### src/rtl/spi_master_ctrl.sv
// SPI master for the register-access slave: CPOL=0, launch on rise,
// slave samples on fall. One start = one 16-clk write or 24-clk read frame.
module spi_master_ctrl #(
  parameter int CLK_DIV  = 4,
  parameter int CS_SETUP = 2,
  parameter int CS_HOLD  = 4,
  parameter int CS_IDLE  = 2
) (
  input  logic       i_clk,
  input  logic       i_rst_n,
  input  logic       i_start,
  input  logic       i_rw,
  input  logic [1:0] i_addr,
  input  logic [7:0] i_wdata,
  output logic       o_busy,
  output logic       o_done,
  output logic [7:0] o_rdata,
  output logic       o_sclk,
  output logic       o_cs,
  output logic       o_mosi,
  input  logic       i_miso
);

  localparam int HW = (CLK_DIV > 1) ? $clog2(CLK_DIV) : 1;

  typedef enum logic [2:0] {
    S_IDLE,
    S_SETUP,
    S_SHIFT,
    S_HOLD,
    S_GAP
  } state_t;

  state_t        r_state;
  logic [HW-1:0] r_hcnt;
  logic [4:0]    r_bit;
  logic [7:0]    r_cnt;
  logic [23:0]   r_tx;
  logic [7:0]    r_rx;
  logic          r_rw;
  logic          r_m1;
  logic          r_m2;
  logic          r_busy;
  logic          r_done;
  logic [7:0]    r_rdata;
  logic          r_sclk;
  logic          r_cs;
  logic          r_mosi;

  logic          w_half_end;
  logic [4:0]    w_n;

  assign w_half_end = (r_hcnt == HW'(CLK_DIV - 1));
  assign w_n        = r_rw ? 5'd24 : 5'd16;

  always_ff @(posedge i_clk) begin
    if (!i_rst_n) begin
      r_state <= S_IDLE;
      r_hcnt  <= '0;
      r_bit   <= '0;
      r_cnt   <= '0;
      r_tx    <= '0;
      r_rx    <= '0;
      r_rw    <= 1'b0;
      r_m1    <= 1'b0;
      r_m2    <= 1'b0;
      r_busy  <= 1'b0;
      r_done  <= 1'b0;
      r_rdata <= '0;
      r_sclk  <= 1'b0;
      r_cs    <= 1'b1;
      r_mosi  <= 1'b0;
    end else begin
      r_m1   <= i_miso;
      r_m2   <= r_m1;
      r_done <= 1'b0;
      unique case (r_state)
        S_IDLE: begin
          r_bit  <= '0;
          r_hcnt <= '0;
          r_cnt  <= '0;
          if (i_start) begin
            r_rw    <= i_rw;
            r_tx    <= {i_rw, 5'b0, i_addr,
                        (i_rw ? 8'h00 : i_wdata), 8'h00};
            r_busy  <= 1'b1;
            r_cs    <= 1'b0;
            r_state <= S_SETUP;
          end
        end
        S_SETUP: begin
          if (r_cnt == 8'(CS_SETUP)) begin
            r_sclk  <= 1'b1;
            r_mosi  <= r_tx[23];
            r_tx    <= {r_tx[22:0], 1'b0};
            r_bit   <= 5'd1;
            r_hcnt  <= '0;
            r_cnt   <= '0;
            r_state <= S_SHIFT;
          end else begin
            r_cnt <= r_cnt + 8'd1;
          end
        end
        S_SHIFT: begin
          if (!w_half_end) begin
            r_hcnt <= r_hcnt + 1'b1;
          end else begin
            r_hcnt <= '0;
            if (r_sclk) begin
              r_sclk <= 1'b0;
              // read data occupies the last byte of a read frame
              if (r_rw && r_bit >= 5'd17)
                r_rx <= {r_rx[6:0], r_m2};
            end else if (r_bit == w_n) begin
              r_mosi  <= 1'b0;
              r_state <= S_HOLD;
            end else begin
              r_sclk <= 1'b1;
              r_mosi <= r_tx[23];
              r_tx   <= {r_tx[22:0], 1'b0};
              r_bit  <= r_bit + 5'd1;
            end
          end
        end
        S_HOLD: begin
          if (r_cnt == 8'(CS_HOLD - 1)) begin
            r_cs    <= 1'b1;
            r_cnt   <= '0;
            r_state <= S_GAP;
          end else begin
            r_cnt <= r_cnt + 8'd1;
          end
        end
        S_GAP: begin
          if (r_cnt == 8'(CS_IDLE - 1)) begin
            r_done  <= 1'b1;
            r_busy  <= 1'b0;
            r_cnt   <= '0;
            r_state <= S_IDLE;
            if (r_rw) r_rdata <= r_rx;
          end else begin
            r_cnt <= r_cnt + 8'd1;
          end
        end
        default: r_state <= S_IDLE;
      endcase
    end
  end

  assign o_busy  = r_busy;
  assign o_done  = r_done;
  assign o_rdata = r_rdata;
  assign o_sclk  = r_sclk;
  assign o_cs    = r_cs;
  assign o_mosi  = r_mosi;

endmodule
### config.mk
export PLATFORM = sky130hd
export DESIGN_NAME = spi_master_ctrl
export DESIGN_NICKNAME = d
export VERILOG_FILES = /design/src/rtl/spi_master_ctrl.sv
export SDC_FILE = /design/constraint.sdc
export NUM_CORES = 1
export LEC_CHECK = 0
export CAP_MARGIN = 25
export CORE_AREA = 2 2 75 77
export DETAILED_ROUTE_END_ITERATION = 10
export DIE_AREA = 0 0 77 79
export PLACE_DENSITY_LB_ADDON = 0.2
export SYNTH_ARGS = -nofsm -noshare
export SYNTH_HDL_FRONTEND = slang
export SYNTH_SLANG_ARGS = --single-unit
### constraint.sdc
create_clock -name i_clk -period 2.9 [get_ports i_clk]
set_clock_uncertainty 0.15 [all_clocks]
set_input_delay 0.58 -clock i_clk [delete_from_list [all_inputs] [get_ports i_clk]]
set_output_delay 0.58 -clock i_clk [all_outputs]
set_load 0.01 [all_outputs]
# [Yosys cells after proc, flatten, opt, wreduce, memory -nomap -nowiden]
# Cells that the tools add are included.
# Widths: inputs -> output; s select.
[word_totals] regBits=66 inputBits=15
[classes] n_mux=45 addsub=3 reduce_logical=19 order_cmp=1 eq_ne=17
[ops] operator="$mux 24" n=5
[ops] operator="$pmux 24 s3" n=1
[ops] operator="$mux 8" n=4
[ops] operator="$pmux 8 s4" n=1
[ops] operator="$mux 3" n=7
[ops] operator="$mux 5" n=4
[ops] operator="$eq 8x2->1 const B" n=2
[ops] operator="$ne 2x2->1 const B" n=8
[ops] operator="$pmux 3 s5" n=1
[ops] operator="$pmux 5 s3" n=1
[ops] operator="$mux 1" n=13
[ops] operator="$reduce_and 3->1" n=4
[ops] operator="$add 8x1->8 const B" n=1
[ops] operator="$eq 8x1->1 const B" n=1
[ops] operator="$pmux 1 s2" n=4
[ops] operator="$reduce_and 4->1" n=2
[ops] operator="$reduce_and 7->1" n=1
[ops] operator="$eq 3x2->1 const B" n=2
[ops] operator="$pmux 2 s3" n=1
[ops] operator="$reduce_and 2->1" n=3
[ops] operator="$reduce_and 6->1" n=1
[ops] operator="$reduce_bool 2->1" n=3
[ops] operator="$add 5x1->5 const B" n=1
[ops] operator="$eq 5x5->1" n=1
[ops] operator="12 further kinds" n=13

# [Longest topological paths before layout]
# Gate-level depths: netlist of run 1.
[depth] ltp_word=6 depth_mapped=8

# [Worst setup path after synthesis of run 1]
# OpenSTA, ideal clock, no wires.
[synth_path] path_kind="register to register" startpoint="register r_cnt[0]" endpoint="register r_cnt[7]" t_arrival_ps=1965 required_time_ps=2679 period_less_slack_ps=2186 path_buffers=0 path_stages_with_launch=8 setup_ps=71 setup_slack_ps=714 cell_sequence="dfxtp_1 > inv_1 > ha_1 > mux2_2 > a311o_1 > and2_1 > or3_1 > a21oi_1"
[synth_via] elab_chain_cells=3 elab_cells_between_ends=8
[synth_lines] element="from (decl)" line="37" text="logic [7:0] r_cnt;"
[synth_lines] element="from (signal assigned)" line="101" text="r_cnt <= r_cnt + 8'd1;"
[synth_lines] element="from (signal assigned)" line="131" text="r_cnt <= r_cnt + 8'd1;"
[synth_lines] element="from (signal assigned)" line="142" text="r_cnt <= r_cnt + 8'd1;"
[synth_lines] element="$add 8x1->8 (tied with other cells)" line="101, 131, 142"
[synth_lines] element="$mux 8 (on tied branches)" line="135, 126, 92"
[synth_lines] element="$pmux 8 s4 *" line="77" text="unique case (r_state)"
# Every way passes the cells marked *; elsewhere a longest branch is shown, timed or not.
# A chain may end at the register's enable or synchronous reset.

# [Worst setup path in the final report of run 1]
# Ends and elaborated chain as after synthesis.

==> results of run 1 <==
[critical path, delay by kind of cell (launching register included)]
kind / cells / cell delay, ns
fa+ha+maj: 1 / 0.29
compound gates: 2 / 0.50
flops: 1 / 0.42
simple gates: 2 / 0.57
buf+inv: 1 / 0.07
mux: 1 / 0.29
[logic make-up after synthesis]
logic type	Yosys count	synth area share, %
and+or+nand+nor	113	22.1
AOI/OAI and AO/OA	80	21.4
xor gates and xnor gates	4	1.21
DFF	58	40.2
adders and majority gates	7	3.03
buffers and inverters	27	4.33
muxes	22	7.67
[how the worst max path moves through the flow]
stage                     slack (ns)  depth (start not counted)        from        to
after floorplan                 0.71                          7    r_cnt[0]  r_cnt[7]
after global placement          0.63                          7    r_cnt[0]  r_cnt[7]
after detailed placement        0.57                          7    r_cnt[0]  r_cnt[7]
after CTS                       0.55                          7    r_cnt[0]  r_cnt[7]
after global routing            0.40                          5  r_state[0]  r_cnt[3]
final                           0.55                          7    r_cnt[0]  r_cnt[7]
[routing by layer]
metal / part of all wire [%] / GRT usage, % / wire (um) / vias up
met5: 0 / 0 / 0 / -
met4: 1.5 / 11.4 / 94 / 0
met3: 5.3 / 6.82 / 326 / 10
met2: 47 / 35.2 / 2900 / 66
met1: 46 / 25.4 / 2810 / 1116
li1: - / - / - / 1172
[placed cells by master, fill, tap and decap left out, drive strengths merged, types with 9 or more instances in the layout]
cell type      count
a211oi            14
a21oi             34
clkbuf            12
clkdlybuf4s50     27
dfxtp             58
inv                9
mux2i             21
nand2             18
nand3             10
nor2              34
nor3b              9
[state kept, by name (all words and copies together), names as in the netlist, 2 cells and up]
name,flops
r_state,3
r_cnt,8
r_bit,5
r_tx,16
r_hcnt,2
o_rdata,8
r_rx,8
[cell type report]
cell class	count	area, um2
clock buffers	12	165
clock inverters	4	72.6
fillers	489	1900
well taps	72	90.1
flip-flops and latches	58	1160
repair buffers	33	315
multi-input cells	226	1600
inverters	9	33.8
[power by group through the flow]
stage                     registers, mW  logic [mW]  clock network [mW]
after floorplan                   0.855       0.147                   0
after global routing              0.847       0.216               0.915
after CTS                         0.844       0.198               0.878
final                             0.844       0.198               0.865
after detailed placement          0.861       0.196                   0
after global placement            0.861       0.192                   0
==> metrics.md, run 1 <==
| Metric | Value |
|---|---|
| Status | completed |
| Worst reg-to-reg setup slack | 0.55 ns |
| Final Hold Fails | 0 |
| WL/cell | between 10 and 15 um |
| Comb pwr share | 10.4% |
| DP HPWL | ~4.2 mm |
| Number of routed nets with antenna violations | 0 |
| Largest net degree at the start of global routing | 25 |
| Critical path capture point type | flip-flop |
| Total die area | roughly 0.0061 mm2 |
| Port bufs | 27 |
| Worst hold path depth | 1 |
| Crit Path Category | reg2reg |
| CP max FO | 6 |
| Hold endpoint | r_m2 |
| Vias | approximately 2400 |
| Synth cell count leaders | dfxtp_1 (58), a21oi_1 (34), nor2_1 (34) |
| FF-to-FF End | r_cnt[7] |
| Leak pwr | between 1 and 1.5 nW |
| Gpl congestion | ~0.87 |
| EDFF count, synth | 0 |
| #FFs+latches synth | 58 |
| Max_cap viols | 0 |
| Max Root-Sink Buffers | 2 |
| Slew Limit Fails | 0 |
| Via density | between 5 and 6 |
| # Post-CTS Setup Buffers | 0 |
| CTS buffer count | 9 |
| GRT Util Overall | 21.5% |
| TritonCTS clock tree | yes |
| Achievable Freq | 426 MHz |
| Final worst path period share | 81.0% |
| Power, Total | 1.91 mW |
| Row count | 27 |
| Mean Syn Cell Area | just over 9 um2 |
| P_sw | 0.446 mW |
| Power density over the cells | about 550 mW/mm2 |
| Util after Layout | about 64% |
| Final nets | 359 |
| Worst skew pair latency | 0.33 ns |
| Share of the synthesized area in the top cell type | roughly two fifths |
| Grt total ovfl | 0 |
| Sequential share of the synthesized area | between 40% and 50% |
| Share of flip-flops with an asynchronous set or reset | 0% |
| Chip height | 79 um |
| Relative slew slack | 50.6% |
| CP max-delay cell | dfxtp_1 |
| Placed instance area | between 0.003 and 0.004 mm2 |
| Net Sw Frac | a little under a quarter |
| First-pass DRT Iterations | 4 |
| # clock sinks | 58 |
| Worst vdd ir | approximately 310 uV |
| Antenna cells | 0 |
| First DRT Iteration DRCs | 107 |
| R2R depth | 7 |
| Worst setup margin | approximately 0.55 ns |
| Crit path DAT | roughly 2.5 ns |
| P_int | between 1 and 1.5 mW |
| FF-to-FF Start | r_cnt[0] |
| Vias in the first global route | 2326 |
| Critical Path RT | around 3.0 ns |
| Unrepaired setup endpoints after global routing | no |
| P&R area growth vs syn | 19.1% |
| Largest stage delay, worst path | between 0.4 and 0.5 ns |
| Die W | ~77 um |
| Mapped Cells | about 310 |
| Seq pwr share | about 44% |
| Fin cells | 414 |
| Yosys warnings | 0 |
| Final setup fails | 0 |
| Fraction of layout cells with a size suffix above 1 | 12.9% |
| Post-Route WL | 6.13 mm |
| Clock network power share | between 40% and 50% |
| Initial antenna violation count | 0 |
| Cell accounting for the most synthesized area | dfxtp_1 |
| Most common cell in the synthesized netlist | dfxtp_1 |
| Number of distinct library cells after synthesis | 55 |
| DP Worst Slack | 0.570 ns |
| Post-CTS sizing | 0 |
| Drt drc | 0 |
| Clk root buf | clkbuf_8 |
| Post-Route Setup TNS | 0 ns |
| Synth Net Count | around 330 |
| I/O pin count | 28 |
| Initial Util | between 50 and 60% |
| Worst Hold Class | reg2reg |
| Hold path start | r_m1 |
| Critical path cell sequence | inv_1 -> ha_1 -> mux2_2 -> a311o_1 -> and2_1 -> or3_1 -> a21oi_1 |
| H-Tree Depth | 3 |
| Cts hold-fix bufs | 0 |
| First-pass GRT wire length | 10.5 mm |
| Post-route minimum period | around 2.3 ns |
| Clk slew on worst S/H paths | around 0.06 ns |
| Mapped cell area | a little under 0.003 mm2 |
| Finished Cell Area | roughly 0.0034 mm2 |
| Ys flop type | dfxtp_1 |
| Pin slew with the least headroom to its limit | roughly 0.74 ns |
| CP Launch Type | flip-flop |
| Dpl cells | 398 |
| Worst hold margin | 0.289 ns |
| Dominant cells by area after synthesis | dfxtp_1 (40%), mux2i_1 (7.3%), a21oi_1 (5.9%) |
| Core footprint | ~0.0053 mm2 |
Power figures use the tool's default switching activity.
==> run 2: changes to the inputs <==
--- a/config.mk
+++ b/config.mk
@@ -6,9 +6,9 @@
 export NUM_CORES = 1
 export LEC_CHECK = 0
 export CAP_MARGIN = 25
-export CORE_AREA = 2 2 75 77
+export CORE_AREA = 2 2 79 81
 export DETAILED_ROUTE_END_ITERATION = 10
-export DIE_AREA = 0 0 77 79
+export DIE_AREA = 0 0 81 83
 export PLACE_DENSITY_LB_ADDON = 0.2
 export SYNTH_ARGS = -nofsm -noshare
 export SYNTH_HDL_FRONTEND = slang
==> constraint.sdc (replaced) <==
create_clock -name i_clk -period 2 [get_ports i_clk]
set_clock_uncertainty 0.15 [all_clocks]
set_input_delay 0.4 -clock i_clk [delete_from_list [all_inputs] [get_ports i_clk]]
set_output_delay 0.4 -clock i_clk [all_outputs]
set_load 0.01 [all_outputs]
==> metrics.md, run 2 (synthesis results as in run 1) <==
| Metric | Value |
|---|---|
| WL/cell | approximately 15 um |
| Worst setup margin | -0.0436 ns |
| Status | finished with violations |
| Critical path capture point type | flip-flop |
| Post-Route WL | between 6 and 7 mm |
| Failing checks | negative setup slack |
| Achievable Freq | 489 MHz |
| First DRT Iteration DRCs | between 80 and 90 |
| # clock sinks | 58 |
| First-pass GRT wire length | roughly 11 mm |
| Largest stage delay, worst path | between 0.5 and 0.6 ns |
| Via density | approximately 5.5 |
| Die W | just over 80 um |
| Clk slew on worst S/H paths | 0.07 ns |
| Most frequent cells in the layout | dfxtp_1 (52), buf_4 (37), a21oi_1 (32), nor2_1 (32), clkdlybuf4s50_1 (27) |
| Max Root-Sink Buffers | 2 |
| H-Tree Depth | 3 |
| DP HPWL | ~4.6 mm |
| Initial antenna violation count | 0 |
| Worst vdd ir | approximately 510 uV |
| P&R area growth vs syn | 37.1% |
| CP max FO | 4 |
| Critical Path RT | between 2 and 2.5 ns |
| Number of routed nets with antenna violations | 0 |
| GRT Util Overall | 20.9% |
| Commonest non-fill, non-tap cell in the layout | dfxtp_1 |
| I/O pin count | 28 |
| Top reg by flops | r_tx |
| Pin slew with the least headroom to its limit | roughly 0.36 ns |
| Port bufs | 27 |
| CP Launch Type | flip-flop |
| Worst hold margin | about 0.29 ns |
| Antenna cells | 0 |
| Largest net degree at the start of global routing | 24 |
| Final setup fails | 7 |
| Post-route minimum period | around 2 ns |
| Final Hold Fails | 0 |
| First-pass DRT Iterations | 4 |
| Vias in the first global route | roughly 2400 |
| Chip height | between 80 and 90 um |
| Row count | 28 |
| Final nets | 400 |
| CTS buffer count | 9 |
| Worst Hold Class | reg2reg |
| Gpl congestion | approximately 0.84 |
| Grt total ovfl | 0 |
| Cts hold-fix bufs | 0 |
| Clk root buf | clkbuf_8 |
| Slew Limit Fails | 0 |
| CP Buf/Inv Count | 2 |
| Total die area | between 0.006 and 0.007 mm2 |
| Power density over the cells | about 700 mW/mm2 |
| Top delay family on crit path | simple AND/OR/NAND/NOR gates |
| Post-Route Setup TNS | -0.165 ns |
| Core footprint | 0.00582 mm2 |
| Max reg flops | 16 |
| CP max-delay cell | or4_4 |
| Critical path cell sequence | or4_4 -> buf_4 -> o21ai_4 -> buf_6 -> and2_4 -> nor3_1 -> o21a_1 |
| TritonCTS clock tree | yes |
| Max_cap viols | 0 |
| Power, Total | 2.85 mW |
| Crit Path Category | reg2reg |
| Final worst path period share | 102% |
| Fraction of layout cells with a size suffix above 1 | ~29% |
| Drt drc | 0 |
| Initial Util | between 40% and 50% |
| Worst skew pair latency | ~0.35 ns |
| Crit path DAT | 2.14 ns |
| Relative slew slack | ~76% |
| Vias | ~2500 |
| Leak pwr | roughly 1.6 nW |
| Unrepaired setup endpoints after global routing | yes |
[run 2: cell types whose count changed in the layout (fill, tap and decap cells not counted), sizes merged]
| cell | previous run | this run |
|---|---|---|
| buf | 6 | 45 |
| inv | 9 | 11 |
| clkbuf | 12 | 11 |
| clkinvlp | 1 | 2 |
[run 2: power by group]
part	internal (mW)	switching (mW)
Sequential	1.19	0.0257
Combinational	0.210	0.194
Clock	0.711	0.517
[run 2: timing repair]
item | in CTS | in global routing
endpoints found under the hold margin | 0 | 0
pin swaps | 3 | 15
resized for setup | 4 | 27
gates cloned | 0 | 2
setup endpoints to repair | 5 | 38
setup buffers | 3 | 2
[run 2: worst paths after layout]
kind	end	slack, ns	cells after the start	startpoint
hold reg to reg	r_m2	0.29	1	r_m1
setup / recovery	r_cnt[4]	-0.04	7	r_cnt[2]
setup reg to reg	r_cnt[4]	-0.04	7	r_cnt[2]
hold / removal	r_m2	0.29	1	r_m1
[run 2: area by class of cell]
cell class	instances	area [um2]
Clock buffer	9	124
Clock inverter	7	101
Fill cell	477	1860
Inverter	9	33.8
Multi-Input combinational cell	226	1700
Sequential cell	58	1170
Tap cell	75	93.8
Timing Repair Buffer	74	732
[run 2: layer usage]
metal  vias up  part of all wire [%]  GRT usage [%]
li1       1268                     -              -
met1      1196                    47           27.7
met2        49                    48           31.9
met3        13                   3.5           5.43
met4         0                   2.0           8.94
met5         -                     0              0
[run 2: stage by stage]
step | cell area (um2) | worst slack, ns | utilization [%] | std cells
floorplan | 2910 | -0.0124 | - | 311
global placement | 3530 | -0.0277 | 60.8 | 435
detailed placement | 3530 | -0.0582 | 60.8 | 435
CTS | 3790 | 0.00150 | 65.2 | 454
global route | 3960 | -0.0967 | 68.1 | 458
finish | 3960 | -0.0436 | 68.1 | 458
==> run 3: changes to the inputs <==
--- a/config.mk
+++ b/config.mk
@@ -10,6 +10,7 @@
 export DETAILED_ROUTE_END_ITERATION = 10
 export DIE_AREA = 0 0 81 83
 export PLACE_DENSITY_LB_ADDON = 0.2
+export SLEW_MARGIN = 40
 export SYNTH_ARGS = -nofsm -noshare
 export SYNTH_HDL_FRONTEND = slang
 export SYNTH_SLANG_ARGS = --single-unit
==> results of run 3 <==
Final layout, timing and power as in run 2 (identical DEF).
